File: config.mk
export PLATFORM = sky130hd
export DESIGN_NAME = dmem_arbiter_flat
export DESIGN_NICKNAME = d
export VERILOG_FILES = /design/src/rtl/dmem_arbiter_pkg.sv /design/src/rtl/dmem_arbiter_if.sv /design/src/rtl/dmem_arbiter_rr_pick.sv /design/src/rtl/dmem_arbiter.sv /design/src/flat_wrapper.sv
export SDC_FILE = /design/constraint.sdc
export NUM_CORES = 1
export LEC_CHECK = 0
export CORE_MARGIN = 4
export CORE_UTILIZATION = 46
export DETAILED_ROUTE_END_ITERATION = 8
export HOLD_SLACK_MARGIN = 0.02
export PLACE_DENSITY = 0.87
export REMOVE_ABC_BUFFERS = 1
export SYNTH_ARGS = -nofsm -noshare
export SYNTH_HDL_FRONTEND = slang
export SYNTH_SLANG_ARGS = --single-unit
export TNS_END_PERCENT = 50
File: constraint.sdc
create_clock -name clk -period 9.5 [get_ports clk]
set_clock_uncertainty 0.05 [all_clocks]
set_input_delay 1.9 -clock clk [delete_from_list [all_inputs] [get_ports clk]]
set_output_delay 1.9 -clock clk [all_outputs]
set_load 0.02 [all_outputs]
File: src/rtl/dmem_arbiter_pkg.sv
// Shared types and helpers for the round-robin data-RAM arbiter.
// GW is the width of the grant index and of the round-robin pointer.
package dmem_arbiter_pkg;

  localparam int DA_NREQ = 4;
  localparam int GW      = 3;

  typedef enum logic [1:0] {
    DA_IDLE  = 2'd0,
    DA_ISSUE = 2'd1,
    DA_WAIT  = 2'd2,
    DA_DONE  = 2'd3
  } da_state_e;

  function automatic logic [GW-1:0] rr_next(input logic [GW-1:0] idx, input int n);
    if (int'(idx) >= n - 1) return '0;
    return idx + 1'b1;
  endfunction

endpackage

File: src/rtl/dmem_arbiter_if.sv
// Core-side request bus plus the shared RAM port, bundled for the arbiter.
// master: the cores and the RAM. slave: the arbiter serving them.
interface dmem_arbiter_if #(
  parameter int NREQ = 4,
  parameter int AW   = 8,
  parameter int DW   = 8
);
  logic [NREQ-1:0]    req;
  logic [NREQ-1:0]    we;
  logic [NREQ*AW-1:0] addr;
  logic [NREQ*DW-1:0] wdata;
  logic [NREQ-1:0]    done;
  logic [DW-1:0]      rdata;
  logic [AW-1:0]      mem_addr;
  logic [DW-1:0]      mem_wdata;
  logic               mem_wren;
  logic [DW-1:0]      mem_q;

  modport master (
    output req, we, addr, wdata, mem_q,
    input  done, rdata, mem_addr, mem_wdata, mem_wren
  );

  modport slave (
    input  req, we, addr, wdata, mem_q,
    output done, rdata, mem_addr, mem_wdata, mem_wren
  );
endinterface

File: src/rtl/dmem_arbiter_rr_pick.sv
// Rotating-priority encoder: first set request after last_i, wrapping mod NREQ.
module dmem_arbiter_rr_pick
  import dmem_arbiter_pkg::*;
#(
  parameter int NREQ = DA_NREQ
) (
  input  logic [NREQ-1:0] req_i,
  input  logic [GW-1:0]   last_i,
  output logic [GW-1:0]   sel_o,
  output logic            any_o
);

  logic [7:0]    req_ext;
  logic [GW-1:0] idx;

  always_comb begin
    req_ext             = '0;
    req_ext[NREQ-1:0]   = req_i;
    sel_o               = '0;
    any_o               = 1'b0;
    idx                 = last_i;
    for (int k = 0; k < NREQ; k++) begin
      idx = rr_next(idx, NREQ);
      if (!any_o && req_ext[idx]) begin
        sel_o = idx;
        any_o = 1'b1;
      end
    end
  end

endmodule

File: src/rtl/dmem_arbiter.sv
// Round-robin sequencer sharing one registered-input single-port RAM between NREQ cores.
// Each access: IDLE (grant) -> ISSUE (RAM captures) -> WAIT (q valid) -> DONE (pulse).
module dmem_arbiter
  import dmem_arbiter_pkg::*;
#(
  parameter int NREQ = DA_NREQ,
  parameter int AW   = 8,
  parameter int DW   = 8
) (
  input  logic          clk,
  input  logic          rst,
  dmem_arbiter_if.slave bus,
  output logic          busy_o,
  output logic [GW-1:0] grant_id_o
);

  da_state_e       state_q, state_d;
  logic [NREQ-1:0] done_q, done_d;
  logic [DW-1:0]   rdata_q, rdata_d;
  logic [AW-1:0]   mem_addr_q, mem_addr_d;
  logic [DW-1:0]   mem_wdata_q, mem_wdata_d;
  logic            mem_wren_q, mem_wren_d;
  logic            wr_q, wr_d;
  logic            busy_q, busy_d;
  logic [GW-1:0]   grant_q, grant_d;
  logic [GW-1:0]   last_q, last_d;

  logic [GW-1:0]   sel;
  logic            any;
  logic [7:0]      we_ext;

  dmem_arbiter_rr_pick #(.NREQ(NREQ)) u_pick (
    .req_i  (bus.req),
    .last_i (last_q),
    .sel_o  (sel),
    .any_o  (any)
  );

  always_comb begin
    state_d     = state_q;
    done_d      = '0;
    rdata_d     = rdata_q;
    mem_addr_d  = mem_addr_q;
    mem_wdata_d = mem_wdata_q;
    mem_wren_d  = 1'b0;
    wr_d        = wr_q;
    grant_d     = grant_q;
    last_d      = last_q;
    we_ext           = '0;
    we_ext[NREQ-1:0] = bus.we;

    case (state_q)
      DA_IDLE: begin
        if (any) begin
          grant_d     = sel;
          last_d      = sel;
          mem_addr_d  = bus.addr[int'(sel)*AW +: AW];
          mem_wdata_d = bus.wdata[int'(sel)*DW +: DW];
          mem_wren_d  = we_ext[sel];
          wr_d        = we_ext[sel];
          state_d     = DA_ISSUE;
        end
      end
      DA_ISSUE: state_d = DA_WAIT;
      DA_WAIT: begin
        // the registered wren is already low here, so remember the access type separately
        if (!wr_q) rdata_d = bus.mem_q;
        done_d  = NREQ'(1) << grant_q;
        state_d = DA_DONE;
      end
      DA_DONE: state_d = DA_IDLE;
      default: state_d = DA_IDLE;
    endcase

    busy_d = (state_d != DA_IDLE);
  end

  always_ff @(posedge clk or posedge rst) begin
    if (rst) begin
      state_q     <= DA_IDLE;
      done_q      <= '0;
      rdata_q     <= '0;
      mem_addr_q  <= '0;
      mem_wdata_q <= '0;
      mem_wren_q  <= 1'b0;
      wr_q        <= 1'b0;
      busy_q      <= 1'b0;
      grant_q     <= '0;
      last_q      <= GW'(NREQ - 1);
    end else begin
      state_q     <= state_d;
      done_q      <= done_d;
      rdata_q     <= rdata_d;
      mem_addr_q  <= mem_addr_d;
      mem_wdata_q <= mem_wdata_d;
      mem_wren_q  <= mem_wren_d;
      wr_q        <= wr_d;
      busy_q      <= busy_d;
      grant_q     <= grant_d;
      last_q      <= last_d;
    end
  end

  assign bus.done      = done_q;
  assign bus.rdata     = rdata_q;
  assign bus.mem_addr  = mem_addr_q;
  assign bus.mem_wdata = mem_wdata_q;
  assign bus.mem_wren  = mem_wren_q;
  assign busy_o        = busy_q;
  assign grant_id_o    = grant_q;

endmodule

File: src/flat_wrapper.sv
// flat-port wrapper written by rule: the top's interface ports become plain ports
module dmem_arbiter_flat import dmem_arbiter_pkg::*;
#(
  parameter int NREQ = DA_NREQ,
  parameter int AW   = 8,
  parameter int DW   = 8
)
  (clk, rst, busy_o, grant_id_o, bus_req, bus_we, bus_addr, bus_wdata, bus_mem_q, bus_done, bus_rdata, bus_mem_addr, bus_mem_wdata, bus_mem_wren);
  dmem_arbiter_if #(.NREQ(NREQ), .AW(AW), .DW(DW)) bus_i ();
  input  logic clk;
  input  logic rst;
  output logic busy_o;
  output logic [GW-1:0] grant_id_o;
  input wire logic [$bits(bus_i.req)-1:0] bus_req;
  input wire logic [$bits(bus_i.we)-1:0] bus_we;
  input wire logic [$bits(bus_i.addr)-1:0] bus_addr;
  input wire logic [$bits(bus_i.wdata)-1:0] bus_wdata;
  input wire logic [$bits(bus_i.mem_q)-1:0] bus_mem_q;
  output wire logic [$bits(bus_i.done)-1:0] bus_done;
  output wire logic [$bits(bus_i.rdata)-1:0] bus_rdata;
  output wire logic [$bits(bus_i.mem_addr)-1:0] bus_mem_addr;
  output wire logic [$bits(bus_i.mem_wdata)-1:0] bus_mem_wdata;
  output wire logic [$bits(bus_i.mem_wren)-1:0] bus_mem_wren;
  assign bus_i.req = bus_req;
  assign bus_i.we = bus_we;
  assign bus_i.addr = bus_addr;
  assign bus_i.wdata = bus_wdata;
  assign bus_i.mem_q = bus_mem_q;
  assign bus_done = bus_i.done;
  assign bus_rdata = bus_i.rdata;
  assign bus_mem_addr = bus_i.mem_addr;
  assign bus_mem_wdata = bus_i.mem_wdata;
  assign bus_mem_wren = bus_i.mem_wren;
  dmem_arbiter #(.NREQ(NREQ), .AW(AW), .DW(DW)) u_core (.clk(clk), .rst(rst), .bus(bus_i), .busy_o(busy_o), .grant_id_o(grant_id_o));
endmodule
-- Yosys cells after proc, flatten, opt, wreduce, memory -nomap -nowiden
Cells that the tools add are included.
- word-level logic and storage cells: 75
- memory bits (read-only): 0
- bits in writable memories: 0
- register bits after elaboration: 39
- latch bits: 0
- output and inout port bits: 33
- memories kept: 0
- bits of input ports: 82
- multiplexer cells: 35
- bitwise gates (word level): 1
- div/mod/pow operators: 0
- equal/unequal tests: 3
- reduce and logical (&&, ||, !) cells: 10
- $add $sub $neg: 4
- order comparisons: 9
- shift operators: 3
- multiply operators: 0
- operators with widths (operator ; count):
    $shiftx 32x7->8 ; 2
    $mux 3 ; 12
    $lt 3x4->1 const B ; 5
    $bmux 1 s3 ; 5
    $mux 1 ; 15
    $add 3x1->3 const B ; 4
    $ge 3x2->1 const B ; 4
    $pmux 2 s4 ; 1
    $eq 2x2->1 const B ; 2
    $mux 4 ; 1
    $reduce_and 2->1 ; 2
    $shl 1x3->4 const A ; 1
    $logic_and 1x1->1 ; 3
    $logic_not 1->1 ; 3
    $eq 2x1->1 const B ; 1
    $logic_not 2->1 ; 1
    $mux 2 ; 1
    $reduce_bool 2->1 ; 1
    $not 1->1 ; 1

-- Longest topological paths before layout
Gate-level depths: netlist of run 1.
- depth in word-level cells: 20
- depth in mapped cells: 24

-- By module
A second synthesis of run 1 with hierarchy kept.
- cells, all modules: 185
- area, all modules: 2418.6 sq um
- by module, submodules not included (module ; cells each ; area an instance (sq um) ; instances ; sequential area each (sq um)):
    dmem_arbiter ; 114 ; 1854.3 ; 1 ; 953.4
    dmem_arbiter_rr_pick ; 71 ; 564.3 ; 1 ; 0.0

-- Worst setup path after synthesis of run 1
Ideal clock, no wire load.
- path type: flip-flop to flip-flop
- start point: reg u_core.last_q[2]
- end point: reg u_core.mem_addr_q[2], in the netlist u_core.bus.mem_addr[2]
- library setup time: 143 ps
- clock period less this slack: 4930 ps
- path slack: 4570 ps
- cell stages (with the launch flop): 21
- arrival time: 4737 ps
- path through: dfrtp_1 clkbuf_1 inv_1 ha_1 a2111oi_4 inv_2 ha_1 nor3_1 and2_1 ha_1 ha_1 or3_1 ha_1 nor2b_1 o22ai_1 o41a_1 a2111oi_2 nor3_4 buf_6 mux2i_1 o221ai_1
- longest elaborated chain between the ends: 17
- elaborated cells on any way between the ends: 40
- classes of those cells: 4 x add/sub; 4 x order compare; 1 x shift; 24 x mux; 7 x reduce/logical
- RTL lines (item ; RTL line ; source):
    start, declared ; dmem_arbiter.sv:26 ; logic [GW-1:0] last_q, last_d;
    start signal, assigned ; dmem_arbiter.sv:89 ; last_q <= GW'(NREQ - 1);
    start signal, assigned ; dmem_arbiter.sv:100 ; last_q <= last_d;
    $ge 3x2->1 ; dmem_arbiter_pkg.sv:16 ; if (int'(idx) >= n - 1) return '0;
    $mux 1 ; dmem_arbiter_pkg.sv:16 ;
    $mux 3 (*) ; dmem_arbiter_pkg.sv:17 ; return idx + 1'b1;
    $ge 3x2->1 ; dmem_arbiter_pkg.sv:16 ;
    $mux 1 ; dmem_arbiter_pkg.sv:16 ;
    $mux 3 ; dmem_arbiter_pkg.sv:17 ;
    $ge 3x2->1 / $bmux 1 s3 (equally long branches) ; dmem_arbiter_pkg.sv:16, dmem_arbiter_rr_pick.sv:24 ;
    $mux 1 (on tied branches) ; dmem_arbiter_pkg.sv:16, dmem_arbiter_rr_pick.sv:24 ;
    $mux 3 / $logic_and 1x1->1 (equally long branches) ; dmem_arbiter_pkg.sv:17, dmem_arbiter_rr_pick.sv:24 ;
    $ge 3x2->1, or another cell as far along ; dmem_arbiter_pkg.sv:16 ;
    $mux 1, or another cell as far along ; dmem_arbiter_pkg.sv:16 ;
    $mux 3 / $logic_and 1x1->1 (equally long branches) ; dmem_arbiter_pkg.sv:17, dmem_arbiter_rr_pick.sv:24 ;
    $bmux 1 s3 / $mux 1 (equally long branches) ; dmem_arbiter_rr_pick.sv:24 ; if (!any_o && req_ext[idx]) begin
    $mux 1 (implied by the code) / $logic_not 1->1 (equally long branches) ; dmem_arbiter_rr_pick.sv:24 ;
    $logic_and 1x1->1 ; dmem_arbiter_rr_pick.sv:24 ;
    $mux 3 / $mux 1 (equally long branches) ; dmem_arbiter_rr_pick.sv:24 ;
    $shiftx 32x7->8 / $reduce_and 2->1 (equally long branches) ; -- ;
    end signal, assigned ; dmem_arbiter.sv:94 ; mem_addr_q <= mem_addr_d;
    end, declared ; dmem_arbiter.sv:20 ; logic [AW-1:0] mem_addr_q, mem_addr_d;
Mark *: on every way between the ends. The rest lies on a longest branch, timed or not. The select of a mux whose other input is x is not followed.
A chain may end at the register's enable or synchronous reset.

-- Worst setup path in the final report of run 1
- start point: reg u_core.last_q[0]
- end point: reg u_core.mem_addr_q[7], in the netlist u_core.bus.mem_addr[7]
The elaborated chain is that of the path after synthesis.

==> results of run 1 <==
-- Yosys cell counts (2+ instances only) --
| cell | instances | area share [%] |
|---|---|---|
| a2111oi_2 | 2 | 1.2 |
| a211oi_1 | 3 | 0.87 |
| a21boi_0 | 3 | 0.87 |
| a21boi_1 | 2 | 0.58 |
| a21o_1 | 2 | 0.58 |
| a21oi_1 | 6 | 1.2 |
| and2_1 | 3 | 0.73 |
| and3_1 | 2 | 0.48 |
| and4_1 | 2 | 0.68 |
| buf_4 | 4 | 1.2 |
| buf_6 | 3 | 1.3 |
| clkbuf_1 | 4 | 0.58 |
| dfrtp_1 | 36 | 35 |
| dfstp_2 | 2 | 2.0 |
| ha_1 | 11 | 5.3 |
| inv_1 | 11 | 1.6 |
| inv_2 | 2 | 0.29 |
| mux2_2 | 8 | 3.5 |
| mux2i_1 | 34 | 13 |
| nand2_1 | 27 | 3.9 |
| nand2b_1 | 4 | 0.97 |
| nand3_1 | 3 | 0.58 |
| nand4_1 | 2 | 0.48 |
| nor2_1 | 6 | 0.87 |
| nor2b_1 | 3 | 0.73 |
| nor3_1 | 2 | 0.39 |
| nor3b_1 | 2 | 0.58 |
| nor4_1 | 2 | 0.48 |
| o21a_1 | 3 | 0.87 |
| o21ai_0 | 4 | 0.77 |
| o221ai_1 | 17 | 5.8 |
| o22ai_1 | 2 | 0.48 |
| or2_1 | 3 | 0.73 |
| or3_1 | 3 | 0.73 |
-- stage by stage --
step                      area [um^2]  hold slack, ns  setup slack (ns)  instances
final                            3872          0.4490             3.526        431
after global routing             3872          0.4700             3.065        431
after CTS                        3872          0.4457             3.567        431
after detailed placement         3760          0.4231             3.598        424
after global placement           3760          0.4190             3.856        424
after floorplan                  2505          0.4065             3.831        236
-- worst max-delay path by stage --
stage	start	endpoint	slack, ns	depth (start not counted)
after floorplan	u_core.last_q[2]$_DFFE_PP0P_	u_core.bus.mem_addr[0]$_DFFE_PP0P_	3.83	18
after global placement	u_core.last_q[0]$_DFFE_PP1P_	u_core.bus.mem_addr[7]$_DFFE_PP0P_	3.86	17
after detailed placement	u_core.last_q[0]$_DFFE_PP1P_	u_core.bus.mem_addr[7]$_DFFE_PP0P_	3.60	19
after CTS	u_core.last_q[0]$_DFFE_PP1P_	u_core.bus.mem_addr[7]$_DFFE_PP0P_	3.57	19
after global routing	u_core.last_q[2]$_DFFE_PP0P_	u_core.bus.mem_wdata[1]$_DFFE_PP0P_	3.06	19
final	u_core.last_q[0]$_DFFE_PP1P_	u_core.bus.mem_addr[7]$_DFFE_PP0P_	3.53	19
-- routing by layer --
metal	routed length [um]	share of wire, %
met1	2881	38
met5	0	0
met4	170	2.2
met3	564	7.4
met2	3971	52
-- kinds of logic after synthesis --
family,Yosys count,share of synthesized area (%)
AOI/OAI and AO/OA,61,20.69
muxes,42,16.63
and+or+nand+nor,71,15.42
DFF,38,36.83
buffers and inverters,25,5.123
adders and majority gates,11,5.317
-- area by class of cell --
class / count / area [um^2]
Sequential cell: 38 / 953.4
Clock buffer: 6 / 82.58
Tap cell: 72 / 90.09
Multi-Input combinational cell: 185 / 1511
Timing Repair Buffer: 116 / 1156
Inverter: 13 / 48.80
Clock inverter: 1 / 30.03
Fill cell: 441 / 1600
-- placed cells by master (no fill, tap or decap), drive strengths merged, types with 4 or more instances in the layout --
cell type      count
clkbuf             6
o221ai            17
a211oi             4
mux2               8
inv               13
nand2             27
nand2b             4
nor2               6
clkdlybuf4s50    114
o21ai              4
ha                11
mux2i             34
a21oi              6
dfrtp             36
a21boi             5
-- worst max-delay path, stage by stage (launching register included) --
cell and delay [ns]:
dfstp_2 0.67, ha_1 0.20, ha_1 0.26, a2111oi_4 0.54, inv_2 0.12, ha_1 0.26
nor3_1 0.31, and2_1 0.18, ha_1 0.14, ha_1 0.24, nand2b_1 0.19, nor2_1 0.06
ha_1 0.20, ha_1 0.28, nor2b_1 0.14, o22ai_1 0.19, o41ai_1 0.20, o31ai_4 0.85
a21o_1 0.50, o221ai_1 0.22
-- registers in the layout (all words and copies together) (netlist names) --
| name | cells |
|---|---|
| u_core.bus.done | 4 |
| u_core.bus.mem_addr | 8 |
| u_core.bus.mem_wdata | 8 |
| u_core.bus.mem_wren | 1 |
| u_core.bus.rdata | 8 |
| u_core.busy_o | 1 |
| u_core.grant_id_o | 2 |
| u_core.last_q | 3 |
| u_core.state_q | 2 |
| u_core.wr_q | 1 |
==> impl_results.md, run 1 <==
* GR met2 Demand/Resource at 39.94%
* Post-Synthesis Cells at 248
* Vias in the first global route at 2555
* Worst EP required at 9.57 ns
* Worst-case reg-to-reg path depth at 19
* HP Start: u_core.bus.mem_addr[1]$_DFFE_PP0P_
* Crit path capture type: flop
* Final Util at 70.76%
* Detailed Route WL at 7588 um
* Ys Warns at 0
* Clk sinks at 38
* # DRC at 0
* Reg2Reg Capture Point: u_core.bus.mem_addr[7]$_DFFE_PP0P_
* Syn Area/Cell at 10.44 um^2
* Die width at 83.02 um
* Die H at 83.02 um
* Fin. Hold Viols at 0
* GP Congestion at 0.8884
* Clk slew on worst S/H paths at 0.08 ns
* Largest net degree at the start of global routing at 39
* Final setup viols at 0
* GR Overflow Total at 0
* N_diodes at 0
* CTS Buf Count at 5
* Met3 Use GR at 5.159%
* Min Tclk post-route at 5.974 ns
* Global-route usage over all layers at 21.94%
* Syn-to-layout area delta at 49.59%
* Max_cap viols at 0
* Top Ports at 115
* Hold depth at 2
* Critical path class: reg -> reg
* Core area at 5473 um^2
* Maximum clock rate at 167.4 MHz
* Final ANT Viol Nets at 0
* PostCTS Resize Cnt at 0
* Initial Utilization at 47.30%
* Layout cells sized above 1 at 8.914%
* Relative slew margins at 35.25%
* Outcome: completed
* Num rows at 27
* Mapped Area at 2589 um^2
* WP data arrival at 6.05 ns
* Reg-to-reg critical path startpoint: u_core.last_q[0]$_DFFE_PP1P_
* Reg2reg setup slack at 3.53 ns
* CP Max Fanout at 26
* Via count at 2496
* Setup crit start kind: flop
* Synth Flop Type: dfrtp_1
* Post-synth EDFFs at 0
* Ys async rst share at 100.0%
* CTS tree: yes
* Initial antenna violation count at 0
* Slew Viols, Final at 0
* Global-route wire length before repair at 12440 um
* Clk_lat worst skew at 0.28 ns
* Via-per-instance ratio at 5.791
* Final nets at 452
* Max Root-Sink Buffers at 2
* Drt wl/cell at 17.61 um
* Hold Crit Class: reg -> reg
* Met1 usage at 25.61%
* Die footprint at 6891 um^2
* Total negative slack at 0 ns
* Synth Register Bits at 38
* Setup Buffers After CTS at 0
* Port Buffers at 114
* Max H-tree Level at 2
* Hold EP: u_core.bus.mem_addr[1]$_DFFE_PP0P_
* Initial DRT Pass Iterations at 4
* CTS Root Buffer Type: clkbuf_8
* GR peak layer: met2
* Period utilisation layout at 62.88%
* Sequential fraction of the synthesis area at 36.83%
* DP Wirelength at 5888 um
* Worst Max-Slew Pin Slew at 0.9713 ns
* Post-CTS Hold Fix Bufs at 0
* Yosys cell types at 59
* Unrepaired setup endpoints after global routing: no
* DRT iter0 DRCs at 222
Power of run 1 is not shown: default switching activity piles up to over one toggle a cycle in this logic, so the estimate is an artifact.
==> inputs of run 2 (changes only) <==
--- a/config.mk
+++ b/config.mk
@@ -6,10 +6,10 @@
 export NUM_CORES = 1
 export LEC_CHECK = 0
 export CORE_MARGIN = 4
-export CORE_UTILIZATION = 46
+export CORE_UTILIZATION = 38
 export DETAILED_ROUTE_END_ITERATION = 8
 export HOLD_SLACK_MARGIN = 0.02
-export PLACE_DENSITY = 0.87
+export PLACE_DENSITY = 0.77
 export REMOVE_ABC_BUFFERS = 1
 export SYNTH_ARGS = -nofsm -noshare
 export SYNTH_HDL_FRONTEND = slang
==> constraint.sdc (replaced) <==
create_clock -name clk -period 5.1 [get_ports clk]
set_clock_uncertainty 0.05 [all_clocks]
set_input_delay 1.02 -clock clk [delete_from_list [all_inputs] [get_ports clk]]
set_output_delay 1.02 -clock clk [all_outputs]
set_load 0.02 [all_outputs]
==> run 2 against run 1 <==
Highest routed layer unchanged. Global-route usage shrank 3.8 points. Critical endpoint is now u_core.bus.mem_wdata[2]$_DFFE_PP0P_. Die area grew 19%. Largest cell class unchanged. Flip-flop and latch count is the same. Utilization shrank 7.5 points. Worst hold slack lost 0.0051 ns. Critical path depth is the same. Non-clock buffer count grew 14. Maximum frequency grew 22%. Sequential share of layout area shrank 1.4 points. Routed wire length grew 2.7%. Setup slack lost 3.3 ns.
==> impl_results.md, run 2 (synthesis results as in run 1) <==
* Final ANT Viol Nets at 0 (unchanged)
* Highest routed layer: met4 (unchanged)
* CTS tree: yes (unchanged)
* Period utilisation layout at 96.34% (was 62.88%)
* Post-CTS Hold Fix Bufs at 0 (unchanged)
* Clk_lat worst skew at 0.29 ns (was 0.28 ns)
* Detailed Route WL at 7791 um (was 7588 um)
* Global-route usage over all layers at 18.11% (was 21.94%)
* Core area at 6495 um^2 (was 5473 um^2)
* CTS Root Buffer Type: clkbuf_8 (unchanged)
* Drt wl/cell at 17.27 um (was 17.61 um)
* Total negative slack at 0 ns (unchanged)
* Maximum clock rate at 203.5 MHz (was 167.4 MHz)
* Syn-to-layout area delta at 58.77% (was 49.59%)
* Die footprint at 8197 um^2 (was 6891 um^2)
* GR Overflow Total at 0 (unchanged)
* Final setup viols at 0 (unchanged)
* Commonest non-fill, non-tap cells in the layout: clkdlybuf4s50_1, dfrtp_1, mux2i_1 (unchanged)
* Post-Place Cells at 438 (was 424)
* Num rows at 29 (was 27)
* Via-per-instance ratio at 5.581 (was 5.791)
* Largest net degree at the start of global routing at 39 (unchanged)
* Die width at 90.54 um (was 83.02 um)
* CP Max Fanout at 9 (was 26)
* DP Worst Slack at 0.06315 ns (was 3.598 ns)
* Worst Max-Slew Pin Slew at 0.7026 ns (was 0.9713 ns)
* Relative slew margins at 52.73% (was 35.25%)
* Register area at 953.4 um^2 (unchanged)
* Global-route wire length before repair at 12180 um (was 12440 um)
* Vias in the first global route at 2568 (was 2555)
* Non-Filler Instances at 451 (was 431)
* Max_cap viols at 0 (unchanged)
* Max Root-Sink Buffers at 2 (unchanged)
* Clk slew on worst S/H paths at 0.08 ns (about the same)
* WP data arrival at 5.03 ns (was 6.05 ns)
* Layout cells sized above 1 at 14.17% (was 8.914%)
* Area of the multi-input gates at 1553 um^2 (was 1511 um^2)
* Final nets at 466 (was 452)
* Fillers at 561 (was 441)
* Fin. Hold Viols at 0 (unchanged)
* Slack of the critical path at 0.1866 ns (was 3.526 ns)
* Area of placed instances at 3846 um^2 (was 3760 um^2)
* DP Wirelength at 5925 um (was 5888 um)
* Top Ports at 115 (unchanged)
* # DRC at 0 (unchanged)
* Final Cell Area at 4110 um^2 (was 3872 um^2)
* CTS Buf Count at 5 (unchanged)
* Min Tclk post-route at 4.913 ns (was 5.974 ns)
* Clk sinks at 38 (unchanged)
* Initial DRT Pass Iterations at 4 (unchanged)
* Setup crit start kind: flop (unchanged)
* Outcome: completed (unchanged)
* GP Congestion at 0.9301 (was 0.8884)
* Routed length on met1 at 3078 um (was 2881 um)
* Initial Utilization at 39.86% (was 47.30%)
* Via count at 2517 (was 2496)
* DR WL met2 at 4057 um (was 3971 um)
* Worst EP required at 5.21 ns (was 9.57 ns)
* Hold Crit Class: reg -> reg (unchanged)
* Critical path class: reg -> reg (unchanged)
* Crit path capture type: flop (unchanged)
* Die H at 90.54 um (was 83.02 um)
* DRT iter0 DRCs at 114 (was 222)
* Max H-tree Level at 2 (unchanged)
* WL met3 at 456 um (was 564 um)
* Port Buffers at 114 (unchanged)
* Initial antenna violation count at 0 (unchanged)
* N_diodes at 0 (unchanged)
* Slew Viols, Final at 0 (unchanged)
* Commonest non-fill, non-tap cell in the layout: clkdlybuf4s50_1 (unchanged)
## run 2: path summary, 6_finish.rpt
| kind | endpoint | startpoint | slack [ns] | cells after the start |
|---|---|---|---|---|
| hold / removal | u_core.bus.mem_wdata[2]$_DFFE_PP0P_ | u_core.bus.mem_wdata[2]$_DFFE_PP0P_ | 0.44 | 2 |
| hold reg to reg | u_core.bus.mem_wdata[2]$_DFFE_PP0P_ | u_core.bus.mem_wdata[2]$_DFFE_PP0P_ | 0.44 | 2 |
| min in group asynchronous | u_core.bus.mem_addr[1]$_DFFE_PP0P_ | rst | 1.11 | 3 |
| setup reg to reg | u_core.bus.mem_wdata[2]$_DFFE_PP0P_ | u_core.last_q[0]$_DFFE_PP1P_ | 0.19 | 19 |
| max in group asynchronous | u_core.last_q[1]$_DFFE_PP1P_ | rst | 3.53 | 3 |
| setup / recovery | u_core.bus.mem_wdata[2]$_DFFE_PP0P_ | u_core.last_q[0]$_DFFE_PP1P_ | 0.19 | 19 |
## run 2: repair_timing
action                                  4_1_cts  5_1_grt
pin swaps                                     0        2
endpoints found under the setup margin        1       18
buffers inserted                              0        3
gates resized for setup                       1        9
cloned                                        0        2
## run 2: metrics by stage
step                utilization, %  hold slack [ns]
finish                       63.28           0.4438
global route                 63.28           0.4777
CTS                          61.39           0.4486
detailed placement           59.22           0.4263
global placement             59.22           0.4180
floorplan                        -           0.4065
## run 2: routing by layer
layer  vias up  global-route usage, %
li1       1201                      -
met1      1204                  20.75
met2        93                  32.24
met3        19                  4.750
met4         0                  6.505
met5         -                      0
## run 2: worst max-delay path: stages, from the launching register on
cell	delay [ns]
dfstp_2	0.55
ha_1	0.16
ha_1	0.25
a2111oi_4	0.37
inv_2	0.10
ha_1	0.25
nor3_2	0.20
and2_1	0.15
ha_1	0.15
ha_2	0.28
or3_1	0.35
ha_1	0.29
nand2_1	0.08
a2111o_1	0.39
a2111oi_4	0.41
nor3_4	0.07
buf_4	0.18
buf_12	0.15
mux2i_1	0.19
o221ai_1	0.14
## run 2: final cells by class
cell class	count	share of cell area, %
Clock buffer	5	1.674
Clock inverter	3	1.674
Inverter	13	1.187
Multi-Input combinational cell	185	37.78
Sequential cell	38	23.20
Tap cell	77	2.344
Timing Repair Buffer	130	32.15
Power of run 2 is left out for the same reason.
==> inputs of run 3 (changes only) <==
--- a/config.mk
+++ b/config.mk
@@ -11,6 +11,7 @@
 export HOLD_SLACK_MARGIN = 0.02
 export PLACE_DENSITY = 0.77
 export REMOVE_ABC_BUFFERS = 1
+export SETUP_SLACK_MARGIN = 0.05
 export SYNTH_ARGS = -nofsm -noshare
 export SYNTH_HDL_FRONTEND = slang
 export SYNTH_SLANG_ARGS = --single-unit
==> run 3 against run 2 <==
Via count rose by 0.44%. Clock-buffer cell count did not move. Non-clock buffer count did not move. Final cell count did not move. Worst hold slack barely moved. Routed wire length rose by 0.60%.
==> impl_results.md, run 3 (synthesis results as in run 1) <==
* Global-route wire length before repair at 12180 um (unchanged)
* Fillers at 560 (was 561)
* Slack of the critical path at 0.2691 ns (was 0.1866 ns)
* Layout cells sized above 1 at 14.44% (was 14.17%)
* Non-Filler Instances at 451 (unchanged)
* WP data arrival at 4.94 ns (was 5.03 ns)
* Global-route usage over all layers at 18.11% (unchanged)
* CTS Root Buffer Type: clkbuf_8 (unchanged)
* CP max stage cell: dfstp_2 (unchanged)
* Initial DRT Pass Iterations at 4 (unchanged)
* Worst setup path startpoint: u_core.last_q[0]$_DFFE_PP1P_ (unchanged)
* GP Congestion at 0.9301 (unchanged)
* Crit-path most repeated cell: ha_1 (unchanged)
* Post-Place Cells at 438 (unchanged)
* Core area at 6495 um^2 (unchanged)
* Initial antenna violation count at 0 (unchanged)
* Outcome: completed (unchanged)
* Syn-to-layout area delta at 59.30% (was 58.77%)
* Detailed Route WL at 7838 um (was 7791 um)
* Total negative slack at 0 ns (unchanged)
* HP Start: u_core.bus.mem_wdata[2]$_DFFE_PP0P_ (unchanged)
* Worst Max-Slew Pin Slew at 0.7088 ns (was 0.7026 ns)
* Vias in the first global route at 2568 (unchanged)
* Via count at 2528 (was 2517)
* N_diodes at 0 (unchanged)
* Maximum clock rate at 207.0 MHz (was 203.5 MHz)
* # DRC at 0 (unchanged)
* Clk_lat worst skew at 0.29 ns (about the same)
* CP peak stage delay at 0.55 ns (about the same)
* Fin. Hold Viols at 0 (unchanged)
* CTS tree: yes (unchanged)
* Clk slew on worst S/H paths at 0.08 ns (about the same)
* Final nets at 466 (unchanged)
* Commonest non-fill, non-tap cell in the layout: clkdlybuf4s50_1 (unchanged)
* Area of placed instances at 3846 um^2 (unchanged)
* Commonest non-fill, non-tap cells in the layout: clkdlybuf4s50_1, dfrtp_1, mux2i_1 (unchanged)
* CP Max Fanout at 9 (unchanged)
* Final setup viols at 0 (unchanged)
* Largest net degree at the start of global routing at 39 (unchanged)
* Max Root-Sink Buffers at 2 (unchanged)
* Worst EP required at 5.21 ns (about the same)
* CTS Buf Count at 5 (unchanged)
* Min Tclk post-route at 4.831 ns (was 4.913 ns)
* Num rows at 29 (unchanged)
* Initial Utilization at 39.86% (unchanged)
* Port Buffers at 114 (unchanged)
* Die H at 90.54 um (unchanged)
* Clk sinks at 38 (unchanged)
* Setup crit start kind: flop (unchanged)
* Max H-tree Level at 2 (unchanged)
* DP Wirelength at 5925 um (unchanged)
* Period utilisation layout at 94.72% (was 96.34%)
* Via-per-instance ratio at 5.605 (was 5.581)
* Drt wl/cell at 17.38 um (was 17.27 um)
* Reg-to-reg critical path startpoint: u_core.last_q[0]$_DFFE_PP1P_ (unchanged)
* CP Cell Sequence: ha_1 -> ha_1 -> a211oi_2 -> nand2_1 -> inv_1 -> ha_1 -> ha_1 -> nor3_2 -> and2_1 -> ha_1 -> ha_4 -> or3_1 -> ha_1 -> nand2_1 -> a2111o_1 -> a2111oi_4 -> nor3_4 -> buf_4 -> buf_12 -> mux2i_2 -> o221ai_1 (was ha_1 -> ha_1 -> a2111oi_4 -> inv_2 -> ha_1 -> nor3_2 -> and2_1 -> ha_1 -> ha_2 -> or3_1 -> ha_1 -> nand2_1 -> a2111o_1 -> a2111oi_4 -> nor3_4 -> buf_4 -> buf_12 -> mux2i_1 -> o221ai_1)
* DRT iter0 DRCs at 121 (was 114)
* Final ANT Viol Nets at 0 (unchanged)
* Relative slew margins at 52.65% (was 52.73%)
* Die width at 90.54 um (unchanged)
* Max_cap viols at 0 (unchanged)
* Unrepaired setup endpoints after global routing: no
* Top Ports at 115 (unchanged)
* GR Overflow Total at 0 (unchanged)
* Critical path class: reg -> reg (unchanged)
* Crit path capture type: flop (unchanged)
* Die footprint at 8197 um^2 (unchanged)
* Slew Viols, Final at 0 (unchanged)
* DP Worst Slack at 0.06315 ns (unchanged)
* Final Cell Area at 4124 um^2 (was 4110 um^2)
* Hold Crit Class: reg -> reg (unchanged)
-- run 3: cell count changes in the layout (fill, tap and decap cells not counted) --
| cell | delta |
|---|---|
| ha_2 | -1 |
| mux2i_1 | -1 |
| mux2i_2 | +1 |
| ha_4 | +1 |
-- run 3: per-stage QoR --
step	hold slack (ns)	util, %
detailed placement	0.4263	59.22
floorplan	0.4065	-
CTS	0.4486	61.39
global placement	0.4180	59.22
finish	0.4439	63.49
global route	0.4777	63.49
-- run 3: final timing paths --
path,endpoint,slack [ns],depth (start not counted)
setup / recovery,u_core.bus.mem_wdata[2]$_DFFE_PP0P_,0.27,21
hold / removal,u_core.bus.mem_wdata[2]$_DFFE_PP0P_,0.44,2
setup reg to reg,u_core.bus.mem_wdata[2]$_DFFE_PP0P_,0.27,21
hold reg to reg,u_core.bus.mem_wdata[2]$_DFFE_PP0P_,0.44,2
max in group asynchronous,u_core.last_q[1]$_DFFE_PP1P_,3.53,3
min in group asynchronous,u_core.bus.mem_wdata[5]$_DFFE_PP0P_,1.11,3
-- run 3: metal layers --
metal  GRT usage, %  vias up  share of wire (%)
li1               -     1202                  -
met1          20.75     1219                 40
met2          32.24       89                 52
met3          4.750       18                5.8
met4          6.505        0                2.4
met5              0        -                  0
-- run 3: critical path, delay by kind of cell, from the launching register on --
kind	cells	cell delay, ns
and+or+nand+nor	6	0.95
adders and majority gates	7	1.55
buffers and inverters	3	0.38
AOI/OAI and AO/OA	4	1.03
muxes	1	0.18
DFF	1	0.55
-- run 3: timing repair --
item | in CTS | in global routing
pin swaps | 0 | 3
gates resized for setup | 1 | 11
endpoints found under the hold margin | 0 | 0
gates cloned | 0 | 2
setup buffers | 0 | 3
endpoints found under the setup margin | 3 | 20
hold buffers | 0 | 0
-- run 3: layout make-up --
cell class	instances	area, um^2	share of cell area (%)
Clock inverter	3	68.82	1.669
Clock buffer	5	68.82	1.669
Sequential cell	38	953.4	23.12
Multi-Input combinational cell	185	1567	37.99
Inverter	13	48.80	1.183
Tap cell	77	96.34	2.336
Timing Repair Buffer	130	1321	32.04
Power of run 3 is left out for the same reason.
==> variant 1 (config.mk and constraints of run 1) <==
`DW` is set to 8 in 3 places; all go to 6.
--- a/src/rtl/dmem_arbiter_if.sv
+++ b/src/rtl/dmem_arbiter_if.sv
@@ -3,7 +3,7 @@
 interface dmem_arbiter_if #(
   parameter int NREQ = 4,
   parameter int AW   = 8,
-  parameter int DW   = 8
+  parameter int DW   = 6
 );
   logic [NREQ-1:0]    req;
   logic [NREQ-1:0]    we;
--- a/src/rtl/dmem_arbiter.sv
+++ b/src/rtl/dmem_arbiter.sv
@@ -5,7 +5,7 @@
 #(
   parameter int NREQ = DA_NREQ,
   parameter int AW   = 8,
-  parameter int DW   = 8
+  parameter int DW   = 6
 ) (
   input  logic          clk,
   input  logic          rst,
--- a/src/flat_wrapper.sv
+++ b/src/flat_wrapper.sv
@@ -3,7 +3,7 @@
 #(
   parameter int NREQ = DA_NREQ,
   parameter int AW   = 8,
-  parameter int DW   = 8
+  parameter int DW   = 6
 )
   (clk, rst, busy_o, grant_id_o, bus_req, bus_we, bus_addr, bus_wdata, bus_mem_q, bus_done, bus_rdata, bus_mem_addr, bus_mem_wdata, bus_mem_wren);
   dmem_arbiter_if #(.NREQ(NREQ), .AW(AW), .DW(DW)) bus_i ();
Ports: changed (resized bus_mem_q, bus_mem_wdata, bus_rdata and bus_wdata); port bits go from 115 to 101. The function was not compared with the original's and may differ.
==> variant 1 against run 1 <==
- core utilization rose by 1.2 points
- final area fell by 9.3%
- via count down 10%
- setup slack got worse by 280 ps
- highest routed layer unchanged
- critical path type unchanged
- die area fell by 7.3%
- synthesized area decreased by 8.0%
- sequential cell count is 4 lower
- wire length down 9.5%
- critical endpoint is now u_core.bus.mem_wdata[2]
Power is left out: the tool's default activity adds up to more than one toggle a clock period on the data nets, which glitch-free logic cannot reach.
==> variant 1: results <==
export IMPL_outcome="complete, no violations"
export IMPL_reg2regPathDepth=21
export IMPL_vias=2234
export IMPL_clk_latency_ps=280
export IMPL_path_delay_family="compound AO/OA/AOI/OAI gates"
export IMPL_cts_max_level=2
export IMPL_cp_slowest_cell="sky130_fd_sc_hd__dfstp_2"
export IMPL_grt_usage_pct=21.1
export IMPL_nNetsFinal=411
export IMPL_timing_critical_path_arrival_ps=6310
export IMPL_hpwl_um=5210
export IMPL_fmaxAchievable_mhz=160
export IMPL_n_fill_cell=365
export IMPL_timing_critical_path_fanout_max=14
export IMPL_cts_root_to_sink_buffers=2
export IMPL_maximum_number_of_pins_on_one_net_before_global_route_repair=35
export IMPL_placed_cells_incl_taps=390
export IMPL_path_clk_slew_ps=70
export IMPL_synthCells=234
export IMPL_critical_path_startpoint="u_core.last_q[0]"
export IMPL_post_synth_main_area_contributors="sky130_fd_sc_hd__dfrtp_1, sky130_fd_sc_hd__mux2i_1, sky130_fd_sc_hd__o221ai_1"
export IMPL_cp_buffers_inverters=3
export IMPL_grt_pass1_wl_um=10400
export IMPL_worstMarginPinSlew_ps=819
export IMPL_portBuffers=100
export IMPL_synth_common_cells="sky130_fd_sc_hd__dfrtp_1, sky130_fd_sc_hd__mux2i_1, sky130_fd_sc_hd__nand2_1, sky130_fd_sc_hd__o221ai_1, sky130_fd_sc_hd__inv_1"
export IMPL_antenna_found_initial=0
export IMPL_vias_in_the_first_global_route=2209
export IMPL_drive_above_1_share_pct=11.2
export IMPL_register_area_share_after_synthesis_pct=35.8
export IMPL_ys_types=53
export IMPL_drt_pre_antenna_iters=4
export IMPL_route_detailed_wl_per_inst_um=17.3
export IMPL_drt_total_wl_um=6870
export IMPL_critPathMaxStageDelay_ps=660
export IMPL_timing_critical_path_to="u_core.bus.mem_wdata[2]"
export IMPL_first_iter_violations=191
export IMPL_dpl_worst_slack_ps=3310
export IMPL_cts_inserted_buffers=5
export IMPL_globalplace_congestion=0.922
export IMPL_clock_tree_root_cell="sky130_fd_sc_hd__clkbuf_8"
export IMPL_postCtsSetupBuffers=0
export IMPL_r2r_slack_ps=3250
## variant 1: cell types whose count changed after synthesis, sizes merged, moves of 3 or more
cell,delta
o21ai,+3
nor2,+4
dfrtp,-4
nor3,+4
a21boi,-4
## variant 1: stage by stage
step / utilization [%] / instance area [um2]
after floorplan: - / 2280
after global placement: 69.6 / 3400
after detailed placement: 69.6 / 3400
after CTS: 72.0 / 3510
after global routing: 72.0 / 3510
final: 72.0 / 3510
## variant 1: cells by family after synthesis
group / after synthesis / share of synthesized area (%)
flops: 34 / 35.8
compound gates: 55 / 20.4
mux: 42 / 18.2
simple gates: 66 / 14.5
buf+inv: 28 / 6.41
fa+ha+maj: 9 / 4.73
## variant 1: area by class of cell
class	count	area, um2	area share (%)
clock buffer	7	86.3	2.46
timing repair buffer	103	1020	29.1
sequential	34	853	24.3
multi-input combinational	172	1380	39.4
inverter	14	52.6	1.50
tap	67	83.8	2.39
clock inverter	1	30.0	0.855
## variant 1: metal layers
layer / global-route usage (%) / wire length [um]
met2: 37.3 / 3830
met5: 0 / 0
met3: 4.74 / 397
met1: 25.1 / 2550
met4: 6.59 / 88
## variant 1: worst min-delay path by stage
stage	from	to	slack [ps]	depth (start not counted)
2_1_floorplan	u_core.wr_q	u_core.wr_q	400	2
3_3_place_gp	u_core.wr_q	u_core.wr_q	420	2
3_5_place_dp	u_core.bus.mem_addr[1]	u_core.bus.mem_addr[1]	430	2
4_1_cts	u_core.bus.mem_addr[1]	u_core.bus.mem_addr[1]	450	2
5_1_grt	u_core.bus.mem_wdata[1]	u_core.bus.mem_wdata[1]	480	2
6_report	u_core.bus.mem_wdata[1]	u_core.bus.mem_wdata[1]	450	2
==> variant 2 (config.mk and constraints of run 1) <==
Without the edit above. Take the reset off `mem_addr_q` and load it in a clocked block of its own.
--- a/src/rtl/dmem_arbiter.sv
+++ b/src/rtl/dmem_arbiter.sv
@@ -80,7 +80,6 @@
       state_q     <= DA_IDLE;
       done_q      <= '0;
       rdata_q     <= '0;
-      mem_addr_q  <= '0;
       mem_wdata_q <= '0;
       mem_wren_q  <= 1'b0;
       wr_q        <= 1'b0;
@@ -91,7 +90,6 @@
       state_q     <= state_d;
       done_q      <= done_d;
       rdata_q     <= rdata_d;
-      mem_addr_q  <= mem_addr_d;
       mem_wdata_q <= mem_wdata_d;
       mem_wren_q  <= mem_wren_d;
       wr_q        <= wr_d;
@@ -99,6 +97,10 @@
       grant_q     <= grant_d;
       last_q      <= last_d;
     end
+  end
+
+  always_ff @(posedge clk) begin
+    mem_addr_q <= mem_addr_d;
   end
 
   assign bus.done      = done_q;
Behaviour: not the same (Yosys sat finds a counterexample within 4 cycles, from zero or initial values and one cycle with rst high).
==> variant 2 against run 1 <==
- wire length up 18%
- critical path depth fell by 2
- setup slack got worse by 210 ps
- synthesized area up 18%
- sequential cell count stayed put
- first-iteration DRC count is 9.0% lower
- final area up 12%
- global-route usage up 0.11 points
- hold slack better by 5.2 ps
- critical endpoint is now u_core.bus.mem_addr[3]
Power is not shown: default switching activity piles up to over one toggle a cycle in this logic, so the estimate is an artifact.
==> variant 2: results <==
export IMPL_grt_met1_usage_pct=27.3
export IMPL_grt_usage_pct=22.1
export IMPL_worstMarginPinSlew_ps=1240
export IMPL_gr_usage_met2_pct=39.7
export IMPL_timing_critical_path_arrival_ps=6170
export IMPL_synth_top_cell_area_share_pct=22.9
export IMPL_synth_compound_gate_area_share_pct=27.7
export IMPL_use_met3_pct=3.19
export IMPL_dpl_instance_area_um2=4190
export IMPL_met2_wirelength_um=4440
export IMPL_synth_mux_area_share_pct=12.0
export IMPL_hpwl_um=6610
export IMPL_area_delta_synth_final_pct=41.2
export IMPL_route_detailed_wl_per_inst_um=17.7
export IMPL_drt_total_wl_um=8930
export IMPL_routed_via_density=5.85
export IMPL_dpl_worst_slack_ps=3430
export IMPL_synth_area_per_cell_um2=9.43
export IMPL_vias_in_the_first_global_route=2882
export IMPL_grt_pass1_wl_um=13900
export IMPL_critPathMaxStageDelay_ps=750
export IMPL_met1_length_um=3710
export IMPL_reg2regPathDepth=17
export IMPL_globalplace_congestion=0.935
export IMPL_drive_above_1_share_pct=11.5
export IMPL_synth_fa_ha_area_share_pct=4.49
export IMPL_outcome="complete, no violations"
export IMPL_maximum_number_of_pins_on_one_net_before_global_route_repair=31
export IMPL_clk_latency_ps=300
export IMPL_synth_common_cells="sky130_fd_sc_hd__nand2_1, sky130_fd_sc_hd__dfrtp_1, sky130_fd_sc_hd__a211oi_1, sky130_fd_sc_hd__mux2i_1, sky130_fd_sc_hd__nor3_1"
export IMPL_first_iter_violations=202
export IMPL_n_fill_cell=518
export IMPL_placed_cells_incl_taps=495
[variant 2: changes by cell type after synthesis, moves of 5 or more]
cell,change
sky130_fd_sc_hd__a211oi_1,+24
sky130_fd_sc_hd__a211oi_2,+8
sky130_fd_sc_hd__a21boi_0,+16
sky130_fd_sc_hd__clkbuf_1,+10
sky130_fd_sc_hd__dfrtp_1,-8
sky130_fd_sc_hd__edfxtp_1,+8
sky130_fd_sc_hd__mux2i_1,-9
sky130_fd_sc_hd__nand2_1,+26
sky130_fd_sc_hd__nor3_1,+18
sky130_fd_sc_hd__o21ai_1,+5
sky130_fd_sc_hd__o221ai_1,-8
[variant 2: final timing paths]
| kind | from | slack, ps | endpoint |
|---|---|---|---|
| worst max-delay path | u_core.last_q[2] | 3320 | u_core.bus.mem_addr[3] |
| worst min-delay path | u_core.bus.mem_wdata[4] | 450 | u_core.bus.mem_wdata[4] |
| worst max register to register | u_core.last_q[2] | 3320 | u_core.bus.mem_addr[3] |
| worst min register to register | u_core.bus.mem_wdata[4] | 450 | u_core.bus.mem_wdata[4] |
| max in group asynchronous | rst | 7140 | u_core.last_q[1] |
| min in group asynchronous | rst | 1930 | u_core.bus.rdata[4] |
[variant 2: final cells by class]
cell class                 instances  share of cell area, %
clock buffer                       6                   1.91
clock inverter                     2                   1.39
inverter                          12                   1.04
multi-input combinational        251                   43.6
sequential                        38                   23.0
tap                               77                   2.23
timing repair buffer             117                   26.9
[variant 2: worst max-delay path, delay by kind of cell (launching register included)]
kind                       cells  cell delay (ps)
and+or+nand+nor                6             1970
adders and majority gates      4             1180
AOI/OAI and AO/OA              4             1170
buffers and inverters          2              700
DFF                            1              640
muxes                          1              190
